<file path="config.mk">
export PLATFORM = sky130hd
export DESIGN_NAME = keypad_matrix_scanner
export DESIGN_NICKNAME = d
export VERILOG_FILES = /design/src/rtl/keypad_matrix_scanner.sv
export SDC_FILE = /design/constraint.sdc
export NUM_CORES = 1
export LEC_CHECK = 0
export ABC_AREA = 0
export BUFFER_PORTS_ARGS = -buffer_cell sky130_fd_sc_hd__buf_2
export CORE_ASPECT_RATIO = 0.6
export CORE_UTILIZATION = 55
export CTS_BUF_LIST = sky130_fd_sc_hd__clkbuf_8
export CTS_CLUSTER_SIZE = 20
export DETAILED_ROUTE_END_ITERATION = 16
export PLACE_DENSITY = 0.75
export SYNTH_ARGS = -nofsm -noshare
export SYNTH_HDL_FRONTEND = slang
export SYNTH_SLANG_ARGS = --single-unit
</file>
<file path="constraint.sdc">
create_clock -name clk -period 6.93 [get_ports clk]
set_input_delay 0.693 -clock clk [delete_from_list [all_inputs] [get_ports clk]]
set_output_delay 0.693 -clock clk [all_outputs]
set_load 0.1 [all_outputs]
</file>
<file path="src/rtl/keypad_matrix_scanner.sv">
// -----------------------------------------------------------------------------
// keypad_matrix_scanner
//
// Scans a ROWS x COLS matrix keypad by driving one column low at a time and
// sensing the active-low row lines. It debounces whole scan frames and reports
// single-cycle press, repeat and release events to the downstream datapath.
// Frames where more than one key is closed are rejected and flagged.
//
// Handshake: there is no back-pressure. key_valid, key_release and multi_key
// are single-cycle pulses that the consumer must sample on the cycle they are
// high. key_code is qualified by key_valid and holds until the next event.
//
// Ports:
//   clk         in   system clock
//   rst         in   synchronous active-high reset
//   row         in   [ROWS]   row sense, 0 = key closed on the driven column
//   col         out  [COLS]   column drive, exactly one bit low
//   key_code    out  [CODE_W] row_idx*COLS + col_idx of the reported key
//   key_valid   out  pulse: initial press or repeat event
//   key_repeat  out  qualifies key_valid (1 = repeat, 0 = initial press)
//   key_release out  pulse: held key accepted as released
//   key_held    out  level: a key is in the pressed state
//   multi_key   out  pulse: the last frame saw more than one closed key
//   dbg_state   out  [2]      current FSM state, for debug and checkers
// -----------------------------------------------------------------------------
module keypad_matrix_scanner #(
   parameter int ROWS            = 4,
   parameter int COLS            = 4,
   parameter int SCAN_DIV        = 50000,
   parameter int DEBOUNCE_FRAMES = 3,
   parameter int REPEAT_EN       = 1,
   parameter int REPEAT_DELAY    = 30,
   parameter int REPEAT_RATE     = 6,
   localparam int CODE_W         = (ROWS * COLS > 1) ? $clog2(ROWS * COLS) : 1
) (
   input  logic              clk,
   input  logic              rst,
   input  logic [ROWS-1:0]   row,
   output logic [COLS-1:0]   col,
   output logic [CODE_W-1:0] key_code,
   output logic              key_valid,
   output logic              key_repeat,
   output logic              key_release,
   output logic              key_held,
   output logic              multi_key,
   output logic [1:0]        dbg_state
);

   localparam int COL_W   = (COLS > 1) ? $clog2(COLS) : 1;
   localparam int DWELL_W = (SCAN_DIV > 1) ? $clog2(SCAN_DIV) : 1;
   localparam int DEB_W   = $clog2(DEBOUNCE_FRAMES + 1);
   localparam int REP_MAX = (REPEAT_DELAY > REPEAT_RATE) ? REPEAT_DELAY : REPEAT_RATE;
   localparam int REP_W   = $clog2(REP_MAX + 1);

   typedef enum logic [1:0] {
      ST_IDLE     = 2'd0,
      ST_DEBOUNCE = 2'd1,
      ST_PRESSED  = 2'd2
   } state_t;

   // scan timing
   logic [COL_W-1:0]   col_idx_q, col_idx_d;
   logic [DWELL_W-1:0] dwell_q, dwell_d;
   logic               last_dwell;
   logic               frame_end;

   // per-frame accumulation: closed-key count saturates at 2 (= multi)
   logic [1:0]         hit_cnt_q, hit_cnt_d;
   logic [CODE_W-1:0]  hit_code_q, hit_code_d;
   logic [1:0]         samp_cnt;
   logic [CODE_W-1:0]  samp_code;
   logic [2:0]         sum_cnt;
   logic [1:0]         tot_cnt;
   logic [CODE_W-1:0]  tot_code;
   logic               frame_single;
   logic               frame_multi;

   // key FSM
   state_t             state_q, state_d;
   logic [CODE_W-1:0]  cand_q, cand_d;
   logic [DEB_W-1:0]   deb_cnt_q, deb_cnt_d;
   logic [DEB_W-1:0]   rel_cnt_q, rel_cnt_d;
   logic [REP_W-1:0]   rep_cnt_q, rep_cnt_d;
   logic               rep_first_q, rep_first_d;

   // registered outputs
   logic [CODE_W-1:0]  key_code_q, key_code_d;
   logic               key_valid_q, key_valid_d;
   logic               key_repeat_q, key_repeat_d;
   logic               key_release_q, key_release_d;
   logic               multi_key_q, multi_key_d;

   // ---------------------------------------------------------------------------
   // Column scan: dwell SCAN_DIV cycles per column, row sampled on the last one.
   // row is used directly; the debounce tolerates the odd bad sample, but the
   // pins should still be synchronised before reaching this block.
   // ---------------------------------------------------------------------------
   always_comb begin
      last_dwell = (dwell_q == DWELL_W'(SCAN_DIV - 1));
      frame_end  = last_dwell && (col_idx_q == COL_W'(COLS - 1));
      dwell_d    = last_dwell ? '0 : dwell_q + 1'b1;
      col_idx_d  = col_idx_q;
      if (last_dwell) begin
         col_idx_d = (col_idx_q == COL_W'(COLS - 1)) ? '0 : col_idx_q + 1'b1;
      end
   end

   assign col = ~(COLS'(1) << col_idx_q);

   // ---------------------------------------------------------------------------
   // Frame classification. tot_* merges this column's sample with the rest of
   // the frame so the result is available on the frame-end cycle itself.
   // ---------------------------------------------------------------------------
   always_comb begin
      samp_cnt  = 2'd0;
      samp_code = '0;
      for (int r = 0; r < ROWS; r++) begin
         if (!row[r]) begin
            if (samp_cnt != 2'd2) samp_cnt = samp_cnt + 2'd1;
            samp_code = CODE_W'(r * COLS + int'(col_idx_q));
         end
      end
      sum_cnt  = {1'b0, hit_cnt_q} + {1'b0, samp_cnt};
      tot_cnt  = (sum_cnt >= 3'd2) ? 2'd2 : sum_cnt[1:0];
      tot_code = (samp_cnt != 2'd0) ? samp_code : hit_code_q;

      hit_cnt_d  = hit_cnt_q;
      hit_code_d = hit_code_q;
      if (frame_end) begin
         hit_cnt_d  = 2'd0;
         hit_code_d = '0;
      end else if (last_dwell) begin
         hit_cnt_d  = tot_cnt;
         hit_code_d = tot_code;
      end

      frame_single = frame_end && (tot_cnt == 2'd1);
      frame_multi  = frame_end && (tot_cnt == 2'd2);
   end

   // ---------------------------------------------------------------------------
   // Key FSM, advanced once per frame. cand_q is the debounce candidate and,
   // once pressed, the held key.
   // ---------------------------------------------------------------------------
   always_comb begin
      state_d       = state_q;
      cand_d        = cand_q;
      deb_cnt_d     = deb_cnt_q;
      rel_cnt_d     = rel_cnt_q;
      rep_cnt_d     = rep_cnt_q;
      rep_first_d   = rep_first_q;
      key_code_d    = key_code_q;
      key_valid_d   = 1'b0;
      key_repeat_d  = 1'b0;
      key_release_d = 1'b0;
      multi_key_d   = frame_multi;

      if (frame_end) begin
         case (state_q)
            ST_IDLE: begin
               if (frame_single) begin
                  cand_d = tot_code;
                  if (DEBOUNCE_FRAMES <= 1) begin
                     state_d     = ST_PRESSED;
                     key_valid_d = 1'b1;
                     key_code_d  = tot_code;
                     rel_cnt_d   = '0;
                     rep_cnt_d   = '0;
                     rep_first_d = 1'b1;
                  end else begin
                     state_d   = ST_DEBOUNCE;
                     deb_cnt_d = DEB_W'(1);
                  end
               end
            end

            ST_DEBOUNCE: begin
               if (frame_single && (tot_code == cand_q)) begin
                  if (int'(deb_cnt_q) + 1 >= DEBOUNCE_FRAMES) begin
                     state_d     = ST_PRESSED;
                     deb_cnt_d   = '0;
                     key_valid_d = 1'b1;
                     key_code_d  = cand_q;
                     rel_cnt_d   = '0;
                     rep_cnt_d   = '0;
                     rep_first_d = 1'b1;
                  end else begin
                     deb_cnt_d = deb_cnt_q + 1'b1;
                  end
               end else if (frame_single) begin
                  cand_d    = tot_code;
                  deb_cnt_d = DEB_W'(1);
               end else begin
                  state_d   = ST_IDLE;
                  deb_cnt_d = '0;
               end
            end

            ST_PRESSED: begin
               if (frame_single && (tot_code == cand_q)) begin
                  rel_cnt_d = '0;
                  if (REPEAT_EN != 0) begin
                     // First repeat waits REPEAT_DELAY held frames, later
                     // ones REPEAT_RATE; the count restarts on every event.
                     if (int'(rep_cnt_q) + 1 >=
                         (rep_first_q ? REPEAT_DELAY : REPEAT_RATE)) begin
                        key_valid_d  = 1'b1;
                        key_repeat_d = 1'b1;
                        key_code_d   = cand_q;
                        rep_cnt_d    = '0;
                        rep_first_d  = 1'b0;
                     end else begin
                        rep_cnt_d = rep_cnt_q + 1'b1;
                     end
                  end
               end else begin
                  // A non-matching frame restarts the repeat interval.
                  rep_cnt_d = '0;
                  if (int'(rel_cnt_q) + 1 >= DEBOUNCE_FRAMES) begin
                     state_d       = ST_IDLE;
                     rel_cnt_d     = '0;
                     deb_cnt_d     = '0;
                     key_release_d = 1'b1;
                  end else begin
                     rel_cnt_d = rel_cnt_q + 1'b1;
                  end
               end
            end

            default: begin
               state_d = ST_IDLE;
            end
         endcase
      end
   end

   always_ff @(posedge clk) begin
      if (rst) begin
         col_idx_q     <= '0;
         dwell_q       <= '0;
         hit_cnt_q     <= 2'd0;
         hit_code_q    <= '0;
         state_q       <= ST_IDLE;
         cand_q        <= '0;
         deb_cnt_q     <= '0;
         rel_cnt_q     <= '0;
         rep_cnt_q     <= '0;
         rep_first_q   <= 1'b0;
         key_code_q    <= '0;
         key_valid_q   <= 1'b0;
         key_repeat_q  <= 1'b0;
         key_release_q <= 1'b0;
         multi_key_q   <= 1'b0;
      end else begin
         col_idx_q     <= col_idx_d;
         dwell_q       <= dwell_d;
         hit_cnt_q     <= hit_cnt_d;
         hit_code_q    <= hit_code_d;
         state_q       <= state_d;
         cand_q        <= cand_d;
         deb_cnt_q     <= deb_cnt_d;
         rel_cnt_q     <= rel_cnt_d;
         rep_cnt_q     <= rep_cnt_d;
         rep_first_q   <= rep_first_d;
         key_code_q    <= key_code_d;
         key_valid_q   <= key_valid_d;
         key_repeat_q  <= key_repeat_d;
         key_release_q <= key_release_d;
         multi_key_q   <= multi_key_d;
      end
   end

   assign key_code    = key_code_q;
   assign key_valid   = key_valid_q;
   assign key_repeat  = key_repeat_q;
   assign key_release = key_release_q;
   assign multi_key   = multi_key_q;
   assign key_held    = (state_q == ST_PRESSED);
   assign dbg_state   = state_q;

endmodule

</file>
## Word-level counts from Yosys, hierarchy flattened

Index checks and enable logic that the tools add are counted.

| cells by class | value |
|---|---|
| bitwise gates (word level) | 3 |
| $add $sub $neg | 15 |
| reductions and logical operators | 19 |
| magnitude comparators | 4 |
| shift operators | 1 |
| equal/unequal tests | 20 |
| multiplexer cells | 55 |

Operator list:

| kind | number |
|---|---|
| 2-bit 2-to-1 mux | 21 |
| 4-bit 2-to-1 mux | 10 |
| 5-bit 2-to-1 mux | 5 |
| 16-bit by 1-bit adder with 16-bit output (second input constant) | 1 |
| 16-bit equality test (second input constant) | 1 |
| 2-bit != test (second input constant) | 8 |
| 4-bit one-hot mux with 2 select lines | 2 |
| 2-bit by 1-bit adder with 2-bit output (second input constant) | 6 |
| 2-bit one-hot mux with 3 select lines | 2 |
| 6-bit AND reduction | 2 |
| 1-bit 2-to-1 mux | 11 |
| 5-bit one-hot mux with 2 select lines | 1 |
| 3-bit by 2-bit greater-or-equal comparator with 1-bit output (second input constant) | 3 |
| 4-bit by 2-bit adder with 4-bit output (first input constant) | 2 |
| 2-bit by 1-bit adder with 3-bit output (second input constant) | 2 |
| 5-bit by 1-bit adder with 6-bit output (second input constant) | 1 |
| 2-bit equality test (second input constant) | 3 |
| 6-bit by 5-bit greater-or-equal comparator with 1-bit output | 1 |
| 2-bit by 1-bit != test with 1-bit output (second input constant) | 3 |
| 3-bit != test (second input constant) | 2 |
| 2-bit nonzero test | 3 |
| 2-bit OR reduction | 3 |
| 5-bit by 1-bit adder with 5-bit output (second input constant) | 1 |
| 5-bit AND reduction | 1 |
| 16 further kinds | 22 |

| storage, ports and cells | value |
|---|---|
| word-level logic and storage cells | 132 |
| output and inout port bits | 15 |
| bits in registers | 48 |

## Depth between registers and ports, before layout

Gate-level depths: netlist of the first run.

| depth | value |
|---|---|
| depth after elaboration | 18 |
| gate-level depth with buffers | 17 |
| gate-level depth less buffers | 17 |

## Worst setup path before layout of the first run

No wires, ideal clock.

| path | value |
|---|---|
| path kind | input port to flip-flop |
| start | input port row[0] |
| end | register rep_cnt_q[2] |
| stages on the path | 16 |
| buffers on the path | 1 |
| slack | 3.174 ns |
| arrival | 3.660 ns |
| setup time | 0.096 ns |
| path through | inv_1 > ha_1 > mux2i_1 > ha_1 > nor2_1 > a21o_1 > inv_1 > ha_1 > inv_1 > fa_1 > and3_1 > nand3_1 > o32a_1 > buf_6 > or4_4 > o41ai_2 |

| between the ends | value |
|---|---|
| longest elaborated chain between the ends | 18 |
| elaborated cells between the ends (all ways) | 30 |
| those cells by class | 4 x add/sub; 1 x order compare; 6 x eq/ne; 15 x mux; 4 x reduce/logical |

RTL lines:

| what | RTL line | RTL |
|---|---|---|
| from (decl) | 38 | `input logic [ROWS-1:0] row,` |
| 1-bit 2-to-1 mux | 118 | `if (!row[r]) begin` |
| 2-bit by 1-bit adder with 2-bit output or 2-bit != test (tied branches) | 119 | `if (samp_cnt != 2'd2) samp_cnt = samp_cnt + 2'd1;` |
| 2-bit 2-to-1 mux | 119 |  |
| 2-bit 2-to-1 mux | 118 |  |
| 2-bit by 1-bit adder with 2-bit output or 2-bit != test (tied branches) | 119 |  |
| 2-bit 2-to-1 mux | 119 |  |
| 2-bit 2-to-1 mux | 118 |  |
| 2-bit by 1-bit adder with 2-bit output or 2-bit != test (tied branches) | 119 |  |
| [... 2 more ...] | -- |  |
| 2-bit by 2-bit adder with 3-bit output | 123 | `sum_cnt = {1'b0, hit_cnt_q} + {1'b0, samp_cnt};` |
| 3-bit by 2-bit greater-or-equal comparator with 1-bit output | 124 | `tot_cnt = (sum_cnt >= 3'd2) ? 2'd2 : sum_cnt[1:0];` |
| 2-bit 2-to-1 mux | 124 |  |
| 2-bit by 1-bit equality test with 1-bit output | 137 | `frame_single = frame_end && (tot_cnt == 2'd1);` |
| 1-bit logical AND | 137 |  |
| 1-bit logical AND * | 178, 200 |  |
| 2-bit != test (no line) or 5-bit 2-to-1 mux (tied branches) | -- |  |
| 4-bit AND reduction (no line) or 5-bit one-hot mux with 2 select lines (tied branches) | -- |  |
| to (signal assigned) | 263 | `rep_cnt_q <= rep_cnt_d;` |
| to (decl) | 83 | `logic [REP_W-1:0] rep_cnt_q, rep_cnt_d;` |

Every way passes the cells marked *; elsewhere a longest branch is shown, timed or not.
A chain may end at the register's enable or synchronous reset.

## Worst setup path in the final report of the first run

| path | value |
|---|---|
| start | input port row[0] |
| end | register rel_cnt_q[1] |

| between the ends | value |
|---|---|
| longest elaborated chain between the ends | 18 |
| elaborated cells between the ends (all ways) | 30 |
| those cells by class | 4 x add/sub; 1 x order compare; 6 x eq/ne; 15 x mux; 4 x reduce/logical |

RTL lines:

| what | RTL line | RTL |
|---|---|---|
| 1-bit 2-to-1 mux | 118 |  |
| 2-bit by 1-bit adder with 2-bit output or 2-bit != test (tied branches) | 119 |  |
| 2-bit 2-to-1 mux | 119 |  |
| 2-bit 2-to-1 mux | 118 |  |
| 2-bit by 1-bit adder with 2-bit output or 2-bit != test (tied branches) | 119 |  |
| 2-bit 2-to-1 mux | 119 |  |
| 2-bit 2-to-1 mux | 118 |  |
| 2-bit by 1-bit adder with 2-bit output or 2-bit != test (tied branches) | 119 |  |
| [... 2 more ...] | -- |  |
| 2-bit by 2-bit adder with 3-bit output | 123 |  |
| 3-bit by 2-bit greater-or-equal comparator with 1-bit output | 124 |  |
| 2-bit 2-to-1 mux | 124 |  |
| 2-bit by 1-bit equality test with 1-bit output | 137 |  |
| 1-bit logical AND | 137 |  |
| 1-bit logical AND * | 178, 200 |  |
| 2-bit != test (no line) or 2-bit 2-to-1 mux (tied branches) | -- |  |
| 4-bit AND reduction (no line) or 2-bit one-hot mux with 2 select lines (tied branches) | -- |  |
| to (signal assigned) | 262 | `rel_cnt_q <= rel_cnt_d;` |
| to (decl) | 82 | `logic [DEB_W-1:0] rel_cnt_q, rel_cnt_d;` |

Marked as above.

==> flow_summary_export.csv, run 1 <==
group,metric,value,unit
timing,hold_viol,0,
power,power,497,uW
critical_path,reg2reg_from,"dwell_q[15]$_SDFF_PP0_",
placement,dp_hpwl,4.38,mm
timing,whs,0.450,ns
grt,grt_max_degree,30,
critical_path,crit_type,"primary input to flop",
timing,period_needed,4.01,ns
clocking,post-cts-setup-buffer-count,0,
route,vias,2326,
critical_path,critPathRequiredTime,7.13,ns
clocking,clock_latency,0.31,ns
min_path,hold_class,"flop to flop",
clocking,cts.sinks,48,
timing,setup_tns,0,ns
route,drc_errors,0,
critical_path,rrSetupSlack,3.52,ns
die,row_count,19,
run,cap_violations,0,
timing,skew,0.0108,ns
grt,antenna_found_initial,0,
timing,setup_viol,0,
synthesis,async_reset_ff_frac,0,
timing,slew_headroom,0.304,
critical_path,cp-start-kind,"primary input",
grt,grt_use_total,0.235,
route,vias_per_cell,5.86,
timing,slew_viol_final,0,
power,ir_worst_vdd,0.0000866,V
clocking,cts_hold_buf,0,
min_path,holdPathEnd,"dwell_q[0]$_SDFF_PP0_",
synthesis,synth_area,2760,um2
clocking,cts_tree,"yes",
placement,dpl.cell_count,389,
min_path,min_path_cells,1,
synthesis,ys_seq_area_frac,0.348,
clocking,ctsResizeCount,0,
route,ant_nets,0,
final_layout,drive_gt1_frac,0.126,
route,routed_wl,5.80,mm
route,wire_per_inst,14.6,um
die,ioPinCount,21,
synthesis,netlist_instances,320,
power,powerDensity,168,nW/um2
synthesis,synthFlopType,"dfxtp_1",
route,drt_iter0_markers,180,
die,core_area,4680,um2
placement,postPlaceCellArea,2870,um2
critical_path,r2r-end,"rep_cnt_q[2]$_SDFFE_PP0P_",
die,die_y,56.9,um
timing,fin_crit_sh,0.579,
die,fp.dieArea,5310,um2
final_layout,stdcell_area,2970,um2
clocking,path_clk_slew,0.09,ns
grt,grt_pass1_wl,9.64,mm
placement,gp_congestion,0.950,
outcome,status,"complete, no violations",
synthesis,yosys_warnings,0,
final_layout,n_antenna_cell,0,
critical_path,crit_fanout,15,
final_layout,syn_to_final_growth,7.48,%
clocking,clockRootBuffer,"clkbuf_8",
synthesis,synth.avg_cell_area,8.62,um2
synthesis,synth_nets,344,
critical_path,r2r_cells,8,
clocking,clock_path_buffers,2,
timing,tightest_slew,1.04,ns
critical_path,cp.arrival,4.21,ns
timing,rsz0062_at_grt,"false",
power,p_leak,1.12,nW
final_layout,layout.nets,357,
route,drtPass1Iterations,4,
clocking,h-tree-depth,2,
synthesis,synth_edf_count,0,
grt,overflow,0,
clocking,cts_made_buffers,5,
synthesis,ys_seq_elements,48,
critical_path,critPathCaptureType,"flop",
final_layout,fin_cells,397,
die,initial_utilization,0.589,
min_path,min_from,"dwell_q[0]$_SDFF_PP0_",
die,die_x,93.4,um
grt,grt_pass1_vias,2004,
placement,port_buffers,20,
synthesis,synth_cell_types,63,
timing,fmax,0.249,GHz
==> where the power goes <==
part,internal [mW],switching (mW)
clock network,0.0808,0.0956
registers,0.277,0.000932
logic,0.0150,0.0277
==> cell families (layout without fill, tap and decap cells) <==
family	Yosys count	in the layout	share of synthesized area
flops	48	48	0.348
compound gates	67	67	0.185
mux	10	10	0.0372
xor+xnor	16	16	0.0508
simple gates	123	123	0.237
buf+inv	38	52	0.0580
fa+ha+maj	18	18	0.0844
==> worst max-delay path, stage by stage <==
cell     delay (ns)
buf_2          0.11
inv_1          0.04
ha_1           0.32
mux2i_1        0.21
ha_1           0.29
nor2b_1        0.16
a31oi_2        0.28
and2_4         0.25
a32o_1         0.20
xor2_1         0.83
o32a_1         0.49
a21oi_1        0.11
a32o_1         0.23
==> cells in the mapped netlist, types with 5 or more instances <==
library cell  instances  share of area
nor2_1               37          0.050
ha_1                 17          0.077
nand4_1               8          0.018
xnor2_1               8          0.025
nand3_1              14          0.025
a21oi_1              19          0.034
nand2b_1              5          0.011
xor2_1                8          0.025
inv_1                24          0.033
dfxtp_1              48           0.35
nand2_1              19          0.026
mux2i_1               8          0.029
clkbuf_1             10          0.014
o31ai_1               7          0.019
and3_1                7          0.016
==> worst max path at each step <==
| stage | end | cells after the start | slack [ns] | start |
|---|---|---|---|---|
| 3_5_place_dp | rel_cnt_q[1]$_SDFFE_PP0P_ | 13 | 2.65 | row[0] |
| 2_1_floorplan | rep_cnt_q[2]$_SDFFE_PP0P_ | 16 | 3.17 | row[0] |
| 3_3_place_gp | rel_cnt_q[1]$_SDFFE_PP0P_ | 13 | 2.71 | row[0] |
| 6_report | rel_cnt_q[1]$_SDFFE_PP0P_ | 13 | 2.92 | row[0] |
| 5_1_grt | rel_cnt_q[1]$_SDFFE_PP0P_ | 13 | 2.62 | row[0] |
| 4_1_cts | rel_cnt_q[1]$_SDFFE_PP0P_ | 13 | 2.97 | row[0] |
==> metrics by stage <==
stage	util	setup WS [ns]
floorplan	-	3.17
global placement	0.612	2.71
detailed placement	0.612	2.65
CTS	0.633	2.97
global route	0.633	2.62
finish	0.633	2.92
==> cell usage in the layout (no fill, tap or decap), types with 7 or more instances in the layout <==
| cell | count |
|---|---|
| dfxtp_1 | 48 |
| ha_1 | 17 |
| mux2i_1 | 8 |
| nand2_1 | 19 |
| a21oi_1 | 19 |
| o31ai_1 | 7 |
| inv_1 | 24 |
| and3_1 | 7 |
| nor2_1 | 37 |
| xor2_1 | 8 |
| xnor2_1 | 8 |
| buf_2 | 20 |
| nand4_1 | 8 |
| nand3_1 | 14 |
==> state kept, by name (all words and copies together) (netlist names), 2 cells and up <==
name,count
dwell_q,16
rep_cnt_q,5
cand_q,4
hit_code_q,4
key_code,4
col_idx_q,2
dbg_state,2
deb_cnt_q,2
hit_cnt_q,2
rel_cnt_q,2
==> per-layer routing <==
| metal | vias up | share of wire | wire length [um] | GRT usage |
|---|---|---|---|---|
| met1 | 1073 | 0.54 | 3100 | 0.364 |
| met3 | 9 | 0.079 | 458 | 0.0718 |
| met4 | 0 | 0.011 | 61 | 0.0725 |
| met2 | 64 | 0.38 | 2170 | 0.299 |
| li1 | 1180 | - | - | - |
| met5 | - | 0 | 0 | 0 |
==> final cells by class <==
| cell class | instances | area [um2] |
|---|---|---|
| clock buffer | 6 | 82.6 |
| clock inverter | 2 | 15.0 |
| fill | 399 | 1720 |
| inverter | 24 | 90.1 |
| multi-input combinational | 234 | 1640 |
| sequential | 48 | 961 |
| tap | 63 | 78.8 |
| timing repair buffer | 20 | 100 |
Note: power is estimated with default switching activity, not from simulation.
==> inputs of run 2 (changes only) <==
--- a/config.mk
+++ b/config.mk
@@ -5,7 +5,7 @@
 export SDC_FILE = /design/constraint.sdc
 export NUM_CORES = 1
 export LEC_CHECK = 0
-export ABC_AREA = 0
+export ABC_AREA = 1
 export BUFFER_PORTS_ARGS = -buffer_cell sky130_fd_sc_hd__buf_2
 export CORE_ASPECT_RATIO = 0.6
 export CORE_UTILIZATION = 55
==> constraint.sdc (replaced) <==
create_clock -name clk -period 4 [get_ports clk]
set_input_delay 0.4 -clock clk [delete_from_list [all_inputs] [get_ports clk]]
set_output_delay 0.4 -clock clk [all_outputs]
set_load 0.1 [all_outputs]
==> run 2 against run 1 <==
Worst setup slack worse by 2.1 ns. Die area grew 0.35%. Combinational power grew 68%. Routed wire length fell by 0.55%. Flip-flop and latch count stayed put. Synthesized area rose by 0.36%. Total power increased by 72%. Via count grew 7.4%. Cell area rose by 1.7%. Largest power group unchanged. Highest routed layer unchanged.
==> flow_summary_export.csv, run 2 <==
group,metric,value,unit
power,ir_worst_vdd,0.000176,V
grt,grt_pass1_wl,9.73,mm
critical_path,r2r_cells,15,
synthesis,synth_edf_count,0,
route,routed_wl,5.77,mm
synthesis,async_reset_ff_frac,0,
critical_path,critPathCaptureType,"flop",
synthesis,yosys_warnings,0,
synthesis,netlist_instances,400,
outcome,status,"complete, no violations",
timing,tightest_slew,0.726,ns
timing,skew,0.0107,ns
power,p_leak,1.37,nW
clocking,h-tree-depth,2,
synthesis,synth.largest_area_cell,"dfxtp_1",
timing,slew_viol_final,0,
placement,dp_hpwl,4.43,mm
critical_path,reg2reg_from,"dwell_q[0]$_SDFF_PP0_",
final_layout,n_antenna_cell,0,
clocking,cts_made_buffers,5,
timing,period_needed,3.13,ns
critical_path,crit_fanout,15,
placement,port_buffers,20,
critical_path,path_buf_inv,6,
grt,grt_use_total,0.229,
timing,timing.final.ws_setup,0.867,ns
clocking,cts.sinks,48,
critical_path,crit_type,"primary input to flop",
final_layout,final_core_util,0.641,
final_layout,layout.nets,447,
synthesis,yosysTopAreaCellShare,0.347,
route,drtPass1Iterations,5,
critical_path,critPathRequiredTime,4.25,ns
synthesis,synth.avg_cell_area,6.92,um2
synthesis,synth_nets,424,
synthesis,ys_top_cells_by_area,"dfxtp_1 (35%), nand2_1 (11%), nor2_1 (8.1%)",
final_layout,largest_register_ffs,16,
route,ant_nets,0,
die,row_count,19,
clocking,path_clk_slew,0.09,ns
final_layout,seqCellArea,961,um2
synthesis,ys_seq_area_frac,0.347,
route,wire_per_inst,11.8,um
route,drt_iter0_markers,217,
min_path,hold_class,"primary input to flop",
clocking,cts_tree,"yes",
clocking,ctsResizeCount,0,
clocking,cts_hold_buf,0,
critical_path,cp_top_family,"simple AND/OR/NAND/NOR gates",
clocking,clock_latency,0.31,ns
timing,fin_crit_sh,0.783,
final_layout,reg_top3,"dwell_q: 16 flops, rep_cnt_q: 5 flops",
critical_path,startpoint,"row[0]",
placement,place_ws,0.549,ns
die,die_x,93.6,um
final_layout,largest_register,"dwell_q",
grt,grt_pass1_vias,2155,
clocking,clockRootBuffer,"clkbuf_8",
critical_path,cp-start-kind,"primary input",
timing,setup_viol,0,
critical_path,cp.arrival,3.38,ns
grt,overflow,0,
die,ioPinCount,21,
grt,grt_max_degree,23,
critical_path,r2r-end,"key_code[2]$_SDFFE_PP0P_",
grt,antenna_found_initial,0,
run,cap_violations,0,
synthesis,synth_cell_types,40,
timing,fmax,0.319,GHz
timing,rsz0062_at_grt,"false",
final_layout,syn_to_final_growth,8.95,%
critical_path,crit_slowest_cell,"fa_1",
final_layout,multi_input_area,1560,um2
critical_path,rrSetupSlack,1.61,ns
route,vias,2497,
placement,gp_congestion,0.844,
synthesis,synth_commonest_cells,"nand2_1 (84), nor2_1 (60), inv_1 (57)",
die,fp.dieArea,5330,um2
clocking,post-cts-setup-buffer-count,0,
timing,hold_viol,0,
synthesis,synthFlopType,"dfxtp_1",
timing,setup_tns,0,ns
synthesis,ys_seq_elements,48,
route,vias_per_cell,5.13,
die,die_y,57.0,um
critical_path,cp_cell_sequence,"buf_2 > inv_1 > ha_1 > nand2_1 > and2_1 > ha_1 > or2_1 > nand2_4 > inv_1 > ha_1 > inv_1 > fa_1 > nand2_1 > nor2_1 > inv_1 > nor2_1 > nand3_2 > a21oi_4 > nand2_1 > clkinv_1 > nor2_1 > nor2_1",
timing,slew_headroom,0.515,
critical_path,crit_cells,22,
synthesis,synth_area,2770,um2
final_layout,fillCellCount,422,
die,initial_utilization,0.588,
final_layout,layout_commonest_cell,"nand2_1",
synthesis,synth_most_common_cell,"nand2_1",
final_layout,drive_gt1_frac,0.125,
die,core_area,4710,um2
critical_path,crit_path_end,"key_code[2]$_SDFFE_PP0P_",
min_path,min_from,"rst",
power,powerDensity,283,nW/um2
critical_path,slowest_delay,0.47,ns
final_layout,final_cell_mix,"nand2_1 (84), nor2_1 (60), inv_1 (57), dfxtp_1 (48), nand3_1 (34)",
route,drc_errors,0,
clocking,clock_path_buffers,2,
run 2: logic make-up (layout without fill, tap and decap cells):
logic type / after synthesis / in the layout / share of synthesized area
AND/OR/NAND/NOR: 222 / 222 / 0.366
flip-flops: 48 / 48 / 0.347
adder cells (fa/ha/maj): 18 / 18 / 0.0840
XOR/XNOR: 6 / 6 / 0.0190
buffers and inverters: 65 / 89 / 0.0908
AO/OA/AOI/OAI: 41 / 41 / 0.0931
run 2: worst min-delay path by stage:
stage / endpoint / slack [ns] / depth (start not counted)
finish: rep_first_q$_SDFFE_PP0P_ / 0.33 / 2
global route: rep_first_q$_SDFFE_PP0P_ / 0.33 / 2
CTS: rep_first_q$_SDFFE_PP0P_ / 0.33 / 2
detailed placement: dwell_q[0]$_SDFF_PP0_ / 0.44 / 1
global placement: dwell_q[0]$_SDFF_PP0_ / 0.43 / 1
floorplan: dwell_q[0]$_SDFF_PP0_ / 0.42 / 1
run 2: stage by stage:
step                      hold WS [ns]  power [mW]  instances  instance area, um2
after global routing             0.330       0.889        487                3020
after floorplan                  0.418       0.547        400                2770
after detailed placement         0.437       0.564        479                2930
after global placement           0.433       0.562        479                2930
after CTS                        0.327       0.859        487                3020
final                            0.335       0.855        487                3020
run 2: worst register-to-register path: stages, from the launching register on:
cell and delay [ns]:
dfxtp_1 0.36, ha_1 0.17, nand2_1 0.08, inv_1 0.08, nand2_1 0.09, nor2_1 0.16, inv_2 0.07, nor2_4 0.23
nand2_1 0.17, nor2_2 0.19, nand4_1 0.21, nand2_2 0.19, nand2_1 0.09, clkinv_1 0.11, nor2_1 0.05, nor2_1 0.08
run 2: per-layer routing:
| layer | part of all wire | routed length (um) | track usage | up-vias |
|---|---|---|---|---|
| met3 | 0.067 | 388 | 0.0560 | 7 |
| met4 | 0.0066 | 38 | 0.0396 | 0 |
| met5 | 0 | 0 | 0 | - |
| met2 | 0.37 | 2160 | 0.322 | 67 |
| li1 | - | - | - | 1315 |
| met1 | 0.55 | 3180 | 0.356 | 1108 |
run 2: area by class of cell:
| cell class | count | area share |
|---|---|---|
| timing repair buffer | 20 | 0.0332 |
| multi-input combinational | 287 | 0.516 |
| sequential | 48 | 0.319 |
| tap | 63 | 0.0261 |
| clock inverter | 3 | 0.00747 |
| inverter | 61 | 0.0759 |
| clock buffer | 5 | 0.0228 |
run 2: report_power, final:
part           internal, mW  total, mW  switching (mW)  leakage, nW
combinational        0.0221     0.0716          0.0495        0.930
sequential            0.480      0.482         0.00156        0.387
clock                 0.126      0.302           0.176       0.0485
total                 0.628      0.855           0.227         1.37
